<file path="config.mk">
export PLATFORM = sky130hd
export DESIGN_NAME = aes_scheduler
export DESIGN_NICKNAME = d
export VERILOG_FILES = /design/src/rtl/aes_scheduler.sv
export SDC_FILE = /design/constraint.sdc
export NUM_CORES = 1
export LEC_CHECK = 0
export CORE_AREA = 2 2 400 402
export CTS_BUF_LIST = sky130_fd_sc_hd__clkbuf_8
export CTS_CLUSTER_DIAMETER = 200
export DETAILED_ROUTE_END_ITERATION = 8
export DIE_AREA = 0 0 402 404
export PLACE_DENSITY = 0.3
export SLEW_MARGIN = 10
export SYNTH_ARGS = -nofsm -noshare
export SYNTH_HDL_FRONTEND = slang
export SYNTH_SLANG_ARGS = --single-unit
export TNS_END_PERCENT = 50
</file>
<file path="constraint.sdc">
create_clock -name clock -period 2.1 [get_ports clock]
set_clock_uncertainty 0.15 [all_clocks]
set_input_delay 0.21 -clock clock [delete_from_list [all_inputs] [get_ports clock]]
set_output_delay 0.21 -clock clock [all_outputs]
set_load 0.02 [all_outputs]
</file>
<file path="src/rtl/aes_scheduler.sv">
// aes_scheduler: arbitrates NUM_REQ requesters onto one iterative AES-128 core with a watchdog.
// Define AES_SCHED_ROUND_ROBIN_EN for round-robin arbitration; otherwise lowest index wins.
module aes_scheduler #(
   parameter int unsigned NUM_REQ = 2,
   parameter int unsigned ID_W    = $clog2(NUM_REQ),
   parameter int unsigned TIMEOUT = 32
) (
   input  logic                   clock,
   input  logic                   reset_n,
   input  logic [NUM_REQ-1:0]     req_valid,
   output logic [NUM_REQ-1:0]     req_ready,
   input  logic [NUM_REQ*128-1:0] req_plaintext,
   input  logic [NUM_REQ*128-1:0] req_secret,
   output logic                   rsp_valid,
   input  logic                   rsp_ready,
   output logic [127:0]           rsp_cipher,
   output logic [ID_W-1:0]        rsp_id,
   output logic                   rsp_err,
   output logic                   core_we,
   output logic [127:0]           core_plaintext,
   output logic [127:0]           core_secret,
   input  logic                   core_busy,
   input  logic [127:0]           core_cipher
);
   localparam int unsigned CntW = $clog2(TIMEOUT + 1);

   typedef enum logic [1:0] {StIdle, StIssue, StWait, StResp} state_e;

   state_e          state_q, state_d;
   logic [CntW-1:0] cnt_q, cnt_d;
   logic [127:0]    pt_q, pt_d, key_q, key_d, cipher_q, cipher_d;
   logic [ID_W-1:0] id_q, id_d, rsp_id_q, rsp_id_d;
   logic            err_q, err_d;
   logic            gnt_vld, grant_ok;
   logic [ID_W-1:0] gnt_idx;

`ifdef AES_SCHED_ROUND_ROBIN_EN
   logic [ID_W-1:0] ptr_q, ptr_d;
   logic [ID_W-1:0] cand;

   // Search starts one past the last granted requester.
   always_comb begin
      gnt_vld = 1'b0;
      gnt_idx = '0;
      cand    = '0;
      for (int k = 1; k <= int'(NUM_REQ); k++) begin
         cand = ID_W'((int'(ptr_q) + k) % int'(NUM_REQ));
         if (!gnt_vld && req_valid[cand]) begin
            gnt_vld = 1'b1;
            gnt_idx = cand;
         end
      end
   end

   always_comb begin
      ptr_d = ptr_q;
      if (grant_ok) ptr_d = gnt_idx;
   end

   always_ff @(posedge clock or negedge reset_n) begin
      if (!reset_n) ptr_q <= ID_W'(NUM_REQ - 1);
      else          ptr_q <= ptr_d;
   end
`else
   always_comb begin
      gnt_vld = 1'b0;
      gnt_idx = '0;
      for (int k = int'(NUM_REQ) - 1; k >= 0; k--) begin
         if (req_valid[k]) begin
            gnt_vld = 1'b1;
            gnt_idx = ID_W'(k);
         end
      end
   end
`endif

   // A busy core in IDLE is a stale run from before a reset or abort; hold off grants.
   assign grant_ok  = (state_q == StIdle) && !core_busy && gnt_vld;
   assign req_ready = grant_ok ? (NUM_REQ'(1) << gnt_idx) : '0;

   always_comb begin
      state_d  = state_q;
      cnt_d    = cnt_q;
      pt_d     = pt_q;
      key_d    = key_q;
      id_d     = id_q;
      cipher_d = cipher_q;
      rsp_id_d = rsp_id_q;
      err_d    = err_q;
      unique case (state_q)
         StIdle: begin
            if (grant_ok) begin
               pt_d    = req_plaintext[32'(gnt_idx)*128 +: 128];
               key_d   = req_secret[32'(gnt_idx)*128 +: 128];
               id_d    = gnt_idx;
               state_d = StIssue;
            end
         end
         StIssue: begin
            cnt_d   = '0;
            state_d = StWait;
         end
         StWait: begin
            if (!core_busy) begin
               cipher_d = core_cipher;
               err_d    = 1'b0;
               rsp_id_d = id_q;
               state_d  = StResp;
            end else if (cnt_q == CntW'(TIMEOUT)) begin
               cipher_d = '0;
               err_d    = 1'b1;
               rsp_id_d = id_q;
               state_d  = StResp;
            end else begin
               cnt_d = cnt_q + CntW'(1);
            end
         end
         StResp: begin
            if (rsp_ready) state_d = StIdle;
         end
         default: state_d = StIdle;
      endcase
   end

   always_ff @(posedge clock or negedge reset_n) begin
      if (!reset_n) begin
         state_q  <= StIdle;
         cnt_q    <= '0;
         pt_q     <= '0;
         key_q    <= '0;
         id_q     <= '0;
         cipher_q <= '0;
         rsp_id_q <= '0;
         err_q    <= 1'b0;
      end else begin
         state_q  <= state_d;
         cnt_q    <= cnt_d;
         pt_q     <= pt_d;
         key_q    <= key_d;
         id_q     <= id_d;
         cipher_q <= cipher_d;
         rsp_id_q <= rsp_id_d;
         err_q    <= err_d;
      end
   end

   assign core_we        = (state_q == StIssue);
   assign core_plaintext = pt_q;
   assign core_secret    = key_q;
   assign rsp_valid      = (state_q == StResp);
   assign rsp_cipher     = cipher_q;
   assign rsp_id         = rsp_id_q;
   assign rsp_err        = err_q;

endmodule

</file>
==> results of run 1 <==
[stage by stage]
stage,cells,cell area [sq um]
final,5709,39000
after global routing,5707,39000
after CTS,5701,39000
after detailed placement,4905,31100
after global placement,4905,31100
after floorplan,1777,16800
[power by group]
group          total, mW  switching [mW]  internal [mW]
registers           12.9            1.87           11.0
logic               19.8            11.9           7.92
clock network       8.94            4.08           4.86
total               41.7            17.9           23.8
[area by class of cell]
| class | instances | area [sq um] |
|---|---|---|
| Fill cell | 17200 | 119000 |
| Timing Repair Buffer | 1854 | 18400 |
| Sequential cell | 395 | 9890 |
| Multi-Input combinational cell | 1216 | 6340 |
| Tap cell | 2072 | 2590 |
| Clock buffer | 107 | 1470 |
| Clock inverter | 51 | 305 |
| Inverter | 7 | 26.3 |
| Antenna cell | 7 | 17.5 |
[repair_timing]
item                                    4_1_cts  5_1_grt
gates resized for setup                     438       46
hold buffers                                629        0
pin swaps                                     2        1
endpoints found under the hold margin       776        0
gates cloned                                  1        0
endpoints found under the setup margin      615      231
setup buffers                                 8        1
[routing by layer]
metal / global-route usage / vias to the layer above / share of wire
li1: - / 9823 / -
met1: 0.161 / 10100 / 0.39
met2: 0.254 / 767 / 0.50
met3: 0.0522 / 173 / 0.079
met4: 0.0367 / 6 / 0.024
met5: 0 / - / 0.00029
[worst paths after layout]
kind	from	endpoint	slack (ns)	depth (start not counted)
min in group asynchronous	reset_n	core_plaintext[65]	0.15	3
setup reg to reg	state_q[1]	core_secret[34]	-0.03	10
max in group asynchronous	reset_n	core_secret[99]	1.21	4
hold / removal	req_plaintext[254]	core_plaintext[126]	0.13	4
setup / recovery	state_q[1]	req_ready[1]	-0.25	7
hold reg to reg	core_plaintext[37]	core_plaintext[37]	0.32	2
[flip-flops by register name, indices dropped and copies added, names as in the netlist]
signal / cells
core_plaintext: 128
state_q: 2
id_q: 1
core_secret: 128
rsp_id: 1
cnt_q: 6
rsp_cipher: 128
rsp_err: 1
[cells in the final DEF, fill, tap and decap left out, drive strengths merged, types with 2 or more instances in the layout]
cell type	synthesis	final
a211o	2	2
a211oi	2	2
a21o	2	2
a21oi	3	3
a22oi	257	257
buf	37	201
bufinv	0	2
clkbuf	122	107
clkdlybuf4s15	0	14
clkdlybuf4s50	0	644
clkinv	0	12
dfrtp	395	395
diode	0	7
dlygate4sd2	0	366
dlygate4sd3	0	628
ha	7	7
inv	7	43
mux2i	2	2
nand2	522	522
nand2b	4	4
nand3	2	2
nand4	4	4
nor2	2	2
nor2b	3	3
o211ai	2	2
o21ai	386	386
o2bb2ai	2	2
[logic make-up after synthesis]
| family | count (synthesis) | share of synthesized area |
|---|---|---|
| compound gates | 662 | 0.238 |
| simple gates | 545 | 0.127 |
| flops | 395 | 0.587 |
| buf+inv | 166 | 0.0417 |
| fa+ha+maj | 7 | 0.00520 |
| mux | 2 | 0.00119 |
[worst reg2reg max path: stages, from the launching register on]
cell      delay, ns
dfrtp_1        0.38
inv_2          0.08
ha_4           0.14
nor4bb_4       0.20
buf_6          0.16
buf_12         0.11
buf_4          0.29
buf_12         0.25
buf_4          0.18
a22oi_1        0.07
nand2_1        0.07
==> flow_summary_export.csv, run 1 <==
group,metric,value,unit
synthesis,synth_area_leaders,"dfrtp_1, nand2_1, a22oi_1",
worst_setup_path,cp_slowest_stage_delay,0.38,ns
synthesis,synth-seq-cells,395,
run_status,violations,"negative setup slack",
synthesis,yosys.area.top_type,"dfrtp_1",
pwr,total_power,41.7,mW
worst_setup_path,worstSetupStartpointType,"register",
floorplan,start_util,0.107,
place,gp_congestion,0.770,
synthesis,async_flop_share,1.00,
routing,drtAntennaViolNets,0,
clocking,cts_tree,"done",
worst_setup_path,crit_chain,"inv_2 > ha_4 > nor4bb_4 > buf_6 > buf_12 > buf_12 > buf_8",
sta,hold_viol,0,
synthesis,netlist_top_cells_count,"nand2_1, dfrtp_1, o21ai_0",
synthesis,synth.avg_cell_area,9.47,sq um
sta,rsz0062_at_grt,"true",
floorplan,dieArea,162000,sq um
global_route,grt.overflow.total,0,
routing,firstDrtPassIters,5,
sta,fin_setup_tns,-0.594,ns
synthesis,synth-seq-area-share,0.587,
clocking,path_clk_slew,0.06,ns
min_path,hp-class,"in2reg",
sta,fin_ws,-0.254,ns
synthesis,synth_edf_count,0,
sta,hold_ws,0.128,ns
worst_setup_path,cp_common_cell,"buf_12",
sta,slew_viol_final,0,
clocking,htree_num_levels,3,
floorplan,dieWidth,402,microns
synthesis,ys.flop_type,"dfrtp_1",
worst_setup_path,cp.required,1.74,ns
routing,wl_per_cell,20.9,microns
routing,wl,119000,microns
clocking,cts_root_buf,"clkbuf_8",
global_route,grt_pass1_wl,170000,microns
pwr,powerDensity,1070,nW/um^2
place,dp_slack,-0.298,ns
run_status,status,"finished, violations left",
worst_setup_path,cp.arrival,1.99,ns
worst_setup_path,end_kind,"primary output",
floorplan,die_h,404,microns
worst_setup_path,crit_family,"buffers and inverters",
clocking,cts_made_buffers,89,
run,drv_cap,0,
worst_setup_path,crit_path_top_delay_cell,"dfrtp_1",
place,numPortBuffers,1035,
routing,drtIter0Drc,939,
worst_setup_path,critPathMaxFanout,3,
global_route,antenna_found_initial,24,
synthesis,synth_most_common_cell,"nand2_1",
sta,period_share,1.12,
routing,vias,20900,
clocking,cts.sinks,395,
pwr,irDropWorstVdd,0.000480,V
synthesis,synth_nets,2430,
floorplan,io_pins,1036,
global_route,grt_max_degree,74,
synthesis,ys_warn_count,0,
worst_setup_path,critPathKind,"reg2out",
floorplan,core,158000,sq um
sta,worst_pin_slew,0.485,ns
sta,fmax,0.425,GHz
sta,fin_crit,2.35,ns
place,place_hpwl,91100,microns
clocking,clk_latency,0.70,ns
layout,drive_gt1_frac,0.0986,
synthesis,synthDominantCellAreaShare,0.587,
sta,relSlewSlack,0.678,
global_route,grt_usage,0.143,
layout,fin_util,0.247,
global_route,first_global_vias,23200,
synthesis,syn_area,16800,sq um
floorplan,row_count,146,
layout,fin_nets,4216,
routing,viasPerCell,3.65,
worst_setup_path,crit_buf_inv,5,
routing,drc,0,
layout,area_growth,132,%
synthesis,synth.distinct_cells,39,
sta,setup-violations-final,15,
clocking,clock_path_buffers,3,
pwr,leakage,17.4,nW
synthesis,synthCells,1777,
Power figures use the tool's default switching activity.
==> run 2: changes to the inputs <==
--- a/config.mk
+++ b/config.mk
@@ -11,6 +11,7 @@
 export DETAILED_ROUTE_END_ITERATION = 8
 export DIE_AREA = 0 0 402 404
 export PLACE_DENSITY = 0.3
+export REMOVE_ABC_BUFFERS = 1
 export SLEW_MARGIN = 10
 export SYNTH_ARGS = -nofsm -noshare
 export SYNTH_HDL_FRONTEND = slang
==> flow_summary_export.csv, run 2 (synthesis gave the netlist of run 1 again) <==
group,metric,value,unit
run_status,status,"finished, violations left",
run_status,violations,"negative setup slack",
sta,worst_pin_slew,0.606,ns
worst_setup_path,critPathMaxFanout,3,
layout,fin_util,0.249,
routing,vias,20900,
worst_setup_path,cp.required,1.74,ns
pwr,internal_power,24.3,mW
pwr,switching_share,0.434,
worst_setup_path,cp.depth,6,
floorplan,start_util,0.107,
layout,final_common_cell,"clkdlybuf4s50_1",
sta,period_share,1.14,
routing,drtIter0Drc,1113,
sta,rsz0062_at_grt,"true",
pwr,powerDensity,1090,nW/um^2
layout,layout_common_cells,"clkdlybuf4s50_1, dlygate4sd3_1, nand2_1, dfrtp_1, o21ai_0",
floorplan,die_h,404,microns
routing,wl_per_cell,22.3,microns
pwr,leakage,17.4,nW
sta,hold_viol,0,
pwr,pwr-share-seq,0.309,
routing,viasPerCell,3.67,
global_route,grt_usage,0.150,
sta,relSlewSlack,0.596,
clocking,cts_root_buf,"clkbuf_8",
sta,fin_ws,-0.302,ns
worst_setup_path,reg2reg_depth,8,
global_route,grt_max_degree,68,
routing,firstDrtPassIters,5,
routing,wl,127000,microns
pwr,power_frac_comb,0.473,
worst_setup_path,crit_chain,"inv_2 > ha_4 > nor4bb_4 > buf_12 > buf_12 > buf_8",
place,numPortBuffers,1035,
pwr,net-switching-power,18.6,mW
sta,fmax,0.416,GHz
pwr,irDropWorstVdd,0.000481,V
clocking,path_clk_slew,0.06,ns
sta,fin_setup_tns,-4.33,ns
global_route,antenna_found_initial,21,
pwr,clock_power_share,0.219,
floorplan,dieWidth,402,microns
worst_setup_path,cp.arrival,2.04,ns
worst_setup_path,crit_buf_inv,4,
sta,setup-violations-final,98,
global_route,grt.overflow.total,0,
min_path,hp-class,"in2reg",
layout,drive_gt1_frac,0.106,
floorplan,io_pins,1036,
run,drv_cap,0,
layout,area_growth,133,%
clocking,clock_path_buffers,3,
layout,fin_nets,4205,
place,dp_slack,-0.131,ns
global_route,first_global_vias,23100,
clocking,cts_tree,"done",
routing,drc,0,
floorplan,row_count,146,
clocking,cts.sinks,395,
worst_setup_path,cp_common_cell,"buf_12",
worst_setup_path,crit_path_top_delay_cell,"dfrtp_1",
global_route,grt_pass1_wl,174000,microns
place,gp_congestion,0.784,
worst_setup_path,end_kind,"primary output",
floorplan,core,158000,sq um
worst_setup_path,worstSetupStartpointType,"register",
place,place_hpwl,97300,microns
clocking,htree_num_levels,3,
floorplan,dieArea,162000,sq um
routing,drtAntennaViolNets,0,
clocking,clk_latency,0.77,ns
sta,fin_crit,2.40,ns
sta,slew_viol_final,0,
worst_setup_path,critPathKind,"reg2out",
min_path,hold_path_depth,3,
worst_setup_path,cp_slowest_stage_delay,0.38,ns
worst_setup_path,crit_family,"buffers and inverters",
clocking,cts_made_buffers,89,
run 2: changes by cell type in the layout (fill, tap and decap cells not counted), moves of 18 or more:
cell / previous run / this run
dlygate4sd2_1: 366 / 346
a22oi_1: 256 / 233
o21ai_1: 42 / 9
o21ai_0: 344 / 377
a22oi_2: 1 / 24
buf_4: 140 / 122
run 2: worst register-to-register path: stages (launching register included):
cell	delay [ns]
dfrtp_1	0.38
inv_2	0.08
ha_4	0.15
nor4bb_4	0.27
buf_12	0.18
buf_4	0.33
buf_4	0.35
a22oi_1	0.14
nand2_1	0.09
run 2: metrics by stage:
step	total power, mW	cells	hold slack [ns]	area, sq um
after global placement	35.1	4887	-0.0553	30900
final	42.9	5701	0.0564	39200
after detailed placement	34.9	4887	-0.0554	30900
after floorplan	21.5	1618	-0.236	16200
after CTS	43.8	5680	0.00538	38800
after global routing	45.9	5697	0.0667	39200
run 2: worst paths after layout:
path | startpoint | end | slack, ns
max in group asynchronous | reset_n | core_secret[121] | 0.56
min reg2reg | rsp_err | rsp_err | 0.33
max reg2reg | state_q[0] | core_secret[121] | -0.14
min in group asynchronous | reset_n | core_secret[123] | 0.45
min | core_cipher[65] | rsp_cipher[65] | 0.06
max | state_q[0] | req_ready[1] | -0.30
run 2: power by group through the flow:
stage,Clock [mW],Combinational (mW),Sequential (mW)
floorplan,0,4.65,16.9
global placement,0,21.6,13.5
detailed placement,0,21.4,13.5
CTS,9.93,20.5,13.4
global route,10.2,22.0,13.7
finish,9.39,20.3,13.2
run 2: layout make-up:
| class | count | area [sq um] |
|---|---|---|
| sequential | 395 | 9890 |
| tap | 2072 | 2590 |
| fill | 17200 | 119000 |
| multi-input combinational | 1216 | 6460 |
| timing repair buffer | 1843 | 18400 |
| clock inverter | 42 | 297 |
| clock buffer | 114 | 1570 |
| antenna | 12 | 30.0 |
| inverter | 7 | 26.3 |
run 2: per-layer routing:
layer	GRT usage	wire, microns	share of wire	vias up
met2	0.260	62900	0.49	765
met5	0	44	0.00035	-
met1	0.170	50200	0.39	10100
met4	0.0545	3980	0.031	8
li1	-	-	-	9813
met3	0.0535	10300	0.081	172
run 2: what timing repair did:
item / 4_1_cts / 5_1_grt
gates cloned: 1 / 6
hold buffers: 629 / 0
endpoints found under the setup margin: 447 / 231
setup buffers: 7 / 5
pin swaps: 1 / 5
gates resized for setup: 483 / 54
hold endpoints to repair: 778 / 0
